## config.mk

```make
export PLATFORM = sky130hd
export DESIGN_NAME = bit_serial_adder
export DESIGN_NICKNAME = d
export VERILOG_FILES = /design/src/rtl/bit_serial_adder.sv
export SDC_FILE = /design/constraint.sdc
export NUM_CORES = 1
export LEC_CHECK = 0
export CORE_MARGIN = 4
export CORE_UTILIZATION = 40
export DETAILED_ROUTE_END_ITERATION = 10
export PLACE_DENSITY = 0.66
export SLEW_MARGIN = 5
export SYNTH_ARGS = -nofsm -noshare
export SYNTH_HDL_FRONTEND = slang
export SYNTH_SLANG_ARGS = --single-unit
```

## constraint.sdc

```tcl
create_clock -name clk -period 1.3 [get_ports clk]
set_input_delay 0.195 -clock clk [delete_from_list [all_inputs] [get_ports clk]]
set_output_delay 0.195 -clock clk [all_outputs]
set_load 0.03 [all_outputs]
```

## src/rtl/bit_serial_adder.sv

```systemverilog
`default_nettype none
// ============================================================================
// Module      : bit_serial_adder
// Description : Bit-serial WIDTH-bit adder. One full-adder slice and a
//               registered carry are applied to the operands one bit per
//               clock, LSB first. A start/done handshake frames each
//               operation. The result is the same sum/carry a ripple chain of
//               WIDTH full adders would produce, at WIDTH+1 cycles of latency.
//
// Ports       : clk      - rising-edge clock
//               rst      - synchronous, active-high reset
//               i_start  - request; sampled only in IDLE or DONE
//               i_a      - operand A, captured on accepted start
//               i_b      - operand B, captured on accepted start
//               i_sub    - subtract select, captured on accepted start
//                          (only when BIT_SERIAL_ADDER_SUB_EN is defined)
//               o_busy   - high while bits are being processed
//               o_done   - one-cycle pulse, o_sum/o_carry just updated
//               o_sum    - result word, held until the next completion
//               o_carry  - carry out of the MSB, held with o_sum
//
// Options     : BIT_SERIAL_ADDER_SUB_EN - when defined, adds the i_sub port.
//               i_sub=1 computes a - b as a + ~b + 1; o_carry=1 then means
//               no borrow (a >= b). Undefined: add only.
//
// Revision    : 1.0 - initial release
// ============================================================================
module bit_serial_adder #(
    parameter int WIDTH = 8
) (
    input  logic             clk,
    input  logic             rst,
    input  logic             i_start,
    input  logic [WIDTH-1:0] i_a,
    input  logic [WIDTH-1:0] i_b,
`ifdef BIT_SERIAL_ADDER_SUB_EN
    input  logic             i_sub,
`endif
    output logic             o_busy,
    output logic             o_done,
    output logic [WIDTH-1:0] o_sum,
    output logic             o_carry
);

    // ------------------------------------------------------------------------
    // Constants
    // ------------------------------------------------------------------------
    localparam int CNT_W = (WIDTH > 1) ? $clog2(WIDTH) : 1;

    // Counter value while the final (MSB) bit is being processed.
    localparam logic [CNT_W-1:0] c_LAST_BIT = CNT_W'(WIDTH - 1);
    localparam logic [CNT_W-1:0] c_CNT_ONE  = CNT_W'(1);

    // ------------------------------------------------------------------------
    // State encoding
    // ------------------------------------------------------------------------
    typedef enum logic [1:0] {
        S_IDLE  = 2'd0,
        S_SHIFT = 2'd1,
        S_DONE  = 2'd2
    } state_t;

    state_t r_state;

    // ------------------------------------------------------------------------
    // Datapath registers
    // ------------------------------------------------------------------------
    logic [WIDTH-1:0] r_a;      // operand A, shifted right each bit
    logic [WIDTH-1:0] r_b;      // operand B (inverted for subtract), shifted right
    logic             r_c;      // running carry between bit slices
    logic [WIDTH-2:0] r_res;    // upper result bits computed so far
    logic [CNT_W-1:0] r_cnt;    // index of the bit being processed

    // ------------------------------------------------------------------------
    // Load values: subtract inverts B and presets the carry, turning the
    // adder into a + ~b + 1.
    // ------------------------------------------------------------------------
    logic [WIDTH-1:0] w_load_b;
    logic             w_load_c;

`ifdef BIT_SERIAL_ADDER_SUB_EN
    assign w_load_b = i_sub ? ~i_b : i_b;
    assign w_load_c = i_sub;
`else
    assign w_load_b = i_b;
    assign w_load_c = 1'b0;
`endif

    // ------------------------------------------------------------------------
    // Single full-adder slice on the current LSBs
    // ------------------------------------------------------------------------
    logic             w_a0;
    logic             w_b0;
    logic             w_s;
    logic             w_c;
    logic [WIDTH-1:0] w_res_next;
    logic             w_last;
    logic             w_accept;

    assign w_a0 = r_a[0];
    assign w_b0 = r_b[0];
    assign w_s  = w_a0 ^ w_b0 ^ r_c;
    assign w_c  = (w_a0 & w_b0) | (r_c & (w_a0 ^ w_b0));

    // New bit enters from the MSB side, so after WIDTH shifts the first
    // (LSB) bit has travelled down to bit 0. r_res only needs WIDTH-1 bits
    // because the newest bit is still combinational in w_s; the full word
    // is assembled here and written straight to o_sum on the final bit.
    assign w_res_next = {w_s, r_res};

    assign w_last = (r_cnt == c_LAST_BIT);

    // A new request is taken in IDLE and also in DONE, which gives
    // back-to-back operation at one op per WIDTH+1 cycles.
    assign w_accept = i_start && ((r_state == S_IDLE) || (r_state == S_DONE));

    // ------------------------------------------------------------------------
    // Control FSM and datapath
    // ------------------------------------------------------------------------
    always_ff @(posedge clk) begin
        if (rst) begin
            r_state <= S_IDLE;
            r_a     <= '0;
            r_b     <= '0;
            r_c     <= 1'b0;
            r_res   <= '0;
            r_cnt   <= '0;
            o_busy  <= 1'b0;
            o_done  <= 1'b0;
            o_sum   <= '0;
            o_carry <= 1'b0;
        end else begin
            // done is a single-cycle pulse unless the final bit sets it below.
            o_done <= 1'b0;

            if (w_accept) begin
                r_a     <= i_a;
                r_b     <= w_load_b;
                r_c     <= w_load_c;
                r_res   <= '0;
                r_cnt   <= '0;
                o_busy  <= 1'b1;
                r_state <= S_SHIFT;
            end else begin
                case (r_state)
                    S_IDLE: begin
                        r_state <= S_IDLE;
                    end

                    S_SHIFT: begin
                        // Operands shift right so the next bit sits at [0].
                        // i_start is ignored here; operands are not re-sampled.
                        r_a   <= r_a >> 1;
                        r_b   <= r_b >> 1;
                        r_c   <= w_c;
                        r_res <= w_res_next[WIDTH-1:1];
                        r_cnt <= r_cnt + c_CNT_ONE;

                        if (w_last) begin
                            // Outputs update only here, so they stay stable
                            // through any following operation.
                            o_sum   <= w_res_next;
                            o_carry <= w_c;
                            o_done  <= 1'b1;
                            o_busy  <= 1'b0;
                            r_state <= S_DONE;
                        end
                    end

                    S_DONE: begin
                        r_state <= S_IDLE;
                    end

                    default: begin
                        o_busy  <= 1'b0;
                        r_state <= S_IDLE;
                    end
                endcase
            end
        end
    end

endmodule
`default_nettype wire
```

==> out/metrics.yaml, run 1 <==
use_met1_pct: 16.9
tritoncts: "done"
diodes: 0
critical_path.cell_chain: "ha_4 > ha_4 > nand3b_1 > clkbuf_16 > nand2_1 > a21oi_1"
setup_viol: 0
syn_nets: 204
ios: 30
clkSinkCount: 40
fin_crit_ns: 1.27
reg2reg_depth: 6
post-place-ws_ns: -0.148
clkPwrFrac_pct: 40.7
use_met3_pct: 4.07
gp_congestion: 0.757
grt_usage_pct: 14.7
r2r_slack_ns: 0.03
power.density_nw_per_um2: 1290
slew_viol_final: 0
ant_nets: 0
core-area_sq_um: 3800
cts-hold-fix-buffers: 0
power.share.switching_pct: 22.1
hold_path.class: "primary input to flip-flop"
crit_type: "flip-flop to flip-flop"
p_sw_uw: 633
synth_top_area_share_pct: 49.3
htree_num_levels: 2
post-route-period-util_pct: 97.3
start_kind: "flip-flop"
root_buffer: "clkbuf_8"
grt_max_degree: 21
final_net_count: 239
first_pass_iters: 6
hpwlAfterDp_mm: 2.44
status: "finished clean"
clock-skew-final_ns: 0.00306
maxCapViolations: 0
cp.required_ns: 1.53
clockBufferDepth: 2
cts_buffers: 5
p_int_mw: 2.23
final_cell_mix: "dfxtp_1 (38), nand2_1 (37), a21oi_1 (22)"
hp-start: "i_a[7]"
grt.overflow.total: 0
die_w_microns: 71.7
drc: 0
critical_path.top_delay_family: "flip-flops"
pwr-share-seq_pct: 46.1
yosysSeqAreaShare_pct: 49.3
p_comb_share_pct: 13.2
path_buf_inv: 1
fmax_ghz: 0.790
timing.rr.end: "o_sum[0]$_SDFFE_PP0P_"
hold_violations: 0
drive_gt1_share_pct: 18.0
setup_tns_ns: 0
cp_slowest_stage_delay_ns: 0.34
yosysWarnings: 0
crit_path_top_delay_cell: "dfxtp_2"
wl_per_cell_microns: 13.6
layout_commonest_cell: "dfxtp_1"
cpMostUsedCell: "ha_4"
grt_antenna_before_repair: 0
drtIter0Drc: 74
whs_endpoint: "r_a[7]$_SDFFE_PP0P_"
clock_latency_ns: 0.29
holdPathStages: 3
slew_headroom_pct: 78.9
top_usage_layer: "met2"
rows: 22
initial_core_util_pct: 42.8
cp.arrival_ns: 1.49
die_h_microns: 71.7
netlist_instances: 182
vias: 1390
tightestPinTransition_ns: 0.318
synthTopCellsByArea: "dfxtp_1 (49%), nand2_1 (8.5%), a21oi_1 (7.1%)"
io_buffers: 29
yosysTopAreaCell: "dfxtp_1"
syn-cell-area_sq_um: 1630
clk_pin_slew_ns: 0.07
syn_area_per_cell_sq_um: 8.93
die-area_sq_um: 5150
ir_drop_uv: 596
grt_pass1_vias: 1354
drt-total-wl_mm: 3.61
grt_pass1_wl_mm: 5.89
syn_to_final_growth_pct: 36.2
ys_types: 26
viasPerCell: 5.25
ys_seq_elements: 40
met2_usage_pct: 23.5
p_leak_nw: 0.836
cp_max_fo: 5
timing.rr.start: "r_cnt[0]$_SDFFE_PP0P_"
end_kind: "flip-flop"
nFillCells: 333
finalWorstSetupSlack_ns: 0.0345
==> per-stage QoR <==
stage          std cells  cell area [sq um]  util (%)  total power, mW  hold WS, ns
6_report             265               2210      58.3             2.87        0.451
5_1_grt              265               2210      58.3             2.97        0.472
4_1_cts              263               2140      56.4             2.88        0.450
3_5_place_dp         256               2030      53.3             1.71        0.447
3_3_place_gp         256               2030      53.3             1.70        0.440
2_1_floorplan        182               1630         -             1.58        0.331
==> cell type report <==
cell class	instances	area [sq um]	area share [%]
flip-flops and latches	40	803	36.3
clock buffers	5	68.8	3.11
repair buffers	44	473	21.4
clock inverters	2	60.1	2.71
multi-input cells	126	748	33.8
well taps	48	60.1	2.71
==> power groups by stage <==
| stage | logic, mW | clock network, mW | registers [mW] |
|---|---|---|---|
| after global placement | 0.360 | 0 | 1.34 |
| after detailed placement | 0.369 | 0 | 1.34 |
| after CTS | 0.372 | 1.19 | 1.32 |
| after global routing | 0.412 | 1.23 | 1.33 |
| after floorplan | 0.236 | 0 | 1.34 |
| final | 0.378 | 1.17 | 1.32 |
==> worst reg2reg max path, stage by stage (launching register included) <==
cell and delay [ns]:
dfxtp_2 0.34, ha_4 0.16, ha_4 0.16, nand3b_1 0.19, clkbuf_16 0.19, nand2_1 0.05
a21oi_1 0.12
==> cell usage after synthesis <==
| cell | instances |
|---|---|
| buf_4 | 3 |
| buf_1 | 1 |
| nand2_1 | 37 |
| nand2b_1 | 2 |
| nand3b_1 | 1 |
| fa_1 | 1 |
| o21bai_1 | 1 |
| o21a_1 | 1 |
| nor2b_1 | 1 |
| buf_6 | 5 |
| buf_2 | 3 |
| nor2_1 | 8 |
| dfxtp_1 | 40 |
| nor3_1 | 12 |
| ha_1 | 2 |
| o22ai_1 | 9 |
| a22oi_1 | 2 |
| a21oi_1 | 23 |
| nand2b_2 | 1 |
| xnor2_1 | 1 |
| nand3_1 | 12 |
| mux2i_1 | 1 |
| clkbuf_1 | 4 |
| a311oi_2 | 3 |
| nor3_2 | 7 |
| and2b_1 | 1 |
==> cell families after synthesis <==
kind of cell               synth area share, %
xor gates and xnor gates                 0.539
muxes                                    0.616
AOI/OAI and AO/OA                         15.2
DFF                                       49.3
buffers and inverters                     6.93
and+or+nand+nor                           24.7
adders and majority gates                 2.77
==> worst max-delay path by stage <==
| stage | end | slack, ns | start | cells after the start |
|---|---|---|---|---|
| 4_1_cts | o_sum[7]$_SDFFE_PP0P_ | 0.03 | r_cnt[0]$_SDFFE_PP0P_ | 6 |
| 5_1_grt | o_sum[1]$_SDFFE_PP0P_ | -0.005 | r_cnt[0]$_SDFFE_PP0P_ | 6 |
| 3_3_place_gp | r_a[1]$_SDFFE_PP0P_ | -0.08 | i_start | 5 |
| 6_report | o_sum[0]$_SDFFE_PP0P_ | 0.03 | r_cnt[0]$_SDFFE_PP0P_ | 6 |
| 3_5_place_dp | r_a[1]$_SDFFE_PP0P_ | -0.15 | i_start | 5 |
| 2_1_floorplan | o_carry$_SDFFE_PP0P_ | 0.08 | r_cnt[0]$_SDFFE_PP0P_ | 6 |
==> sequential cells by signal, summed over array words and instances, names as in the netlist <==
signal   count
r_c          1
o_sum        8
r_b          8
r_state      2
r_res        7
r_a          8
o_carry      1
o_busy       1
r_cnt        3
o_done       1
==> per-layer routing <==
metal  up-vias  routed length [microns]
li1        694                        -
met1       658                     1580
met2        29                     1760
met3         9                      160
met4         0                      112
met5         -                        0
==> timing repair <==
item | in CTS | in global routing
gates cloned | 0 | 1
pin swaps | 0 | 8
gates resized for setup | 11 | 9
buffers inserted | 0 | 1
endpoints found under the setup margin | 11 | 16
Note: power is estimated with default switching activity, not from simulation.
==> run 2, diff against run 1 <==
--- a/config.mk
+++ b/config.mk
@@ -5,9 +5,12 @@
 export SDC_FILE = /design/constraint.sdc
 export NUM_CORES = 1
 export LEC_CHECK = 0
+export CORE_ASPECT_RATIO = 1.5
 export CORE_MARGIN = 4
 export CORE_UTILIZATION = 40
+export CTS_BUF_LIST = sky130_fd_sc_hd__clkbuf_4 sky130_fd_sc_hd__clkbuf_8 sky130_fd_sc_hd__clkbuf_16
 export DETAILED_ROUTE_END_ITERATION = 10
+export GPL_TIMING_DRIVEN = 0
 export PLACE_DENSITY = 0.66
 export SLEW_MARGIN = 5
 export SYNTH_ARGS = -nofsm -noshare
==> out/metrics.yaml, run 2 (synthesis gave the netlist of run 1 again) <==
rows: 28  # +27%
critical_path.cell_chain: "ha_4 > ha_4 > nand3b_1 > buf_8 > nand2_2 > a21oi_2"
syn_to_final_growth_pct: 35.6
final_net_count: 241  # +0.84%
cts_buffers: 5  # unchanged
post-place-ws_ns: -0.343  # -0.195 ns
pwr-share-seq_pct: 48.7  # +2.6 points
fin_cells: 265  # unchanged
die_w_microns: 60.0  # -16%
htree_num_levels: 2  # unchanged
hold_violations: 0  # unchanged
diodes: 0  # unchanged
violations: "setup timing"
post-route-period-util_pct: 104  # +6.4 points
fin_crit_ns: 1.35  # +0.0828 ns
crit_type: "flip-flop to flip-flop"
cp_max_fo: 5  # unchanged
root_buffer: "clkbuf_8"
status: "finished, violations left"
setup_viol: 6  # +6
p_int_mw: 2.05  # -8.1%
fin_util_pct: 56.2  # -2.1 points
die-area_sq_um: 5170  # +0.40%
nFillCells: 369  # +11%
io_buffers: 29  # unchanged
crit_path_top_delay_cell: "dfxtp_2"
cts-hold-fix-buffers: 0  # unchanged
end_kind: "flip-flop"
critical_path.top_delay_family: "flip-flops"
start_kind: "flip-flop"
vias: 1369  # -1.5%
first_pass_iters: 4  # -2
p_comb_share_pct: 13.5  # +0.3 points
post-cts-setup-buffers: 0  # unchanged
wl_per_cell_microns: 14.5  # +6.0%
finalWorstSetupSlack_ns: -0.0483  # -0.0828 ns
clock-skew-final_ns: 0.00754  # +0.00448 ns
drtIter0Drc: 41  # -45%
p_sw_uw: 660  # +4.2%
slew_headroom_pct: 59.0  # -20 points
core-area_sq_um: 3920  # +3.3%
rsz0062_at_grt: "true"
gp_congestion: 0.750  # -0.81%
clockBufferDepth: 2  # unchanged
clock_latency_ns: 0.29  # about the same
fmax_ghz: 0.742  # -6.1%
tightestPinTransition_ns: 0.616  # +0.298 ns
drive_gt1_share_pct: 26.4  # +8.4 points
die_h_microns: 86.1  # +20%
cpMostUsedCell: "ha_4"
ir_drop_uv: 892  # +50%
clk_pin_slew_ns: 0.08  # about the same
drc: 0  # unchanged
grt_pass1_wl_mm: 6.25  # +6.1%
final_cell_mix: "dfxtp_1 (37), nand2_1 (30), clkdlybuf4s50_1 (18)"
viasPerCell: 5.17  # -1.5%
clkPwrFrac_pct: 37.8  # -2.9 points
layout_commonest_cell: "dfxtp_1"
clkSinkCount: 40  # unchanged
placed_cells: 256  # unchanged
grt_antenna_before_repair: 0  # unchanged
grt_usage_pct: 15.9  # +1.2 points
tritoncts: "done"
ios: 30  # unchanged
power.share.switching_pct: 24.3  # +2.2 points
hpwlAfterDp_mm: 2.52  # +3.4%
drt-total-wl_mm: 3.83  # +6.0%
cp.required_ns: 1.46  # -0.07 ns
path_buf_inv: 1  # unchanged
p_leak_nw: 0.815  # -2.5%
hold_path.class: "flip-flop to flip-flop"
slew_viol_final: 0  # unchanged
cp.arrival_ns: 1.51  # +0.02 ns
cp_slowest_stage_delay_ns: 0.36  # +0.02 ns
grt.overflow.total: 0  # unchanged
maxCapViolations: 0  # unchanged
power.density_nw_per_um2: 1230  # -4.9%
grt_pass1_vias: 1354  # unchanged
grt_max_degree: 13  # -38%
ant_nets: 0  # unchanged
largestRegisters: "o_sum x8, r_a x8, r_b x8"
initial_core_util_pct: 41.4  # -1.4 points
==> run 2: final timing paths <==
| path | startpoint | end | slack (ns) | cells after the start |
|---|---|---|---|---|
| max | r_cnt[1]$_SDFFE_PP0P_ | o_sum[7]$_SDFFE_PP0P_ | -0.05 | 6 |
| min | o_sum[2]$_SDFFE_PP0P_ | o_sum[2]$_SDFFE_PP0P_ | 0.45 | 2 |
| max reg2reg | r_cnt[1]$_SDFFE_PP0P_ | o_sum[7]$_SDFFE_PP0P_ | -0.05 | 6 |
| min reg2reg | o_sum[2]$_SDFFE_PP0P_ | o_sum[2]$_SDFFE_PP0P_ | 0.45 | 2 |
==> run 2: final cells by class <==
class | count | area [sq um] | area share (%)
clock inverter | 2 | 35.0 | 1.59
sequential | 40 | 805 | 36.5
tap | 45 | 56.3 | 2.56
clock buffer | 6 | 76.3 | 3.46
buffer | 16 | 130 | 5.91
timing repair buffer | 30 | 294 | 13.3
multi-input combinational | 126 | 807 | 36.6
==> run 2: timing repair <==
item	4_1_cts	5_1_grt
gates cloned	0	1
pin swaps	0	12
endpoints found under the setup margin	24	28
hold endpoints to repair	0	0
gates resized for setup	15	34
==> run 2: power groups by stage <==
stage               clock (mW)  combinational [mW]  sequential [mW]
floorplan                    0               0.236             1.34
global placement             0               0.356             1.34
detailed placement           0               0.358             1.34
CTS                       1.06               0.359             1.32
global route              1.11               0.406             1.33
finish                    1.03               0.366             1.32
==> run 2: metrics by stage <==
step                      hold WS, ns  setup TNS (ns)  area, sq um  power, mW
after floorplan                 0.331               0         1630       1.58
after global placement          0.447           -7.76         1970       1.70
after detailed placement        0.449           -8.35         1970       1.70
after CTS                       0.457               0         2080       2.73
after global routing            0.481          -0.764         2200       2.85
final                           0.453          -0.169         2200       2.71
==> run 2: routing by layer <==
layer / part of all wire, % / routed length, microns / up-vias / track usage, %
met5: 0 / 0 / - / 0
met4: 2.0 / 76 / 0 / 7.26
met3: 5.7 / 220 / 8 / 5.12
met2: 50 / 1930 / 40 / 25.2
met1: 42 / 1610 / 619 / 19.2
li1: - / - / 702 / -
==> run 2: tightest hold or removal path, delay by kind of cell, from the launching register on <==
family | cells | cell delay [ns]
flops | 1 | 0.32
simple gates | 1 | 0.05
compound gates | 1 | 0.04
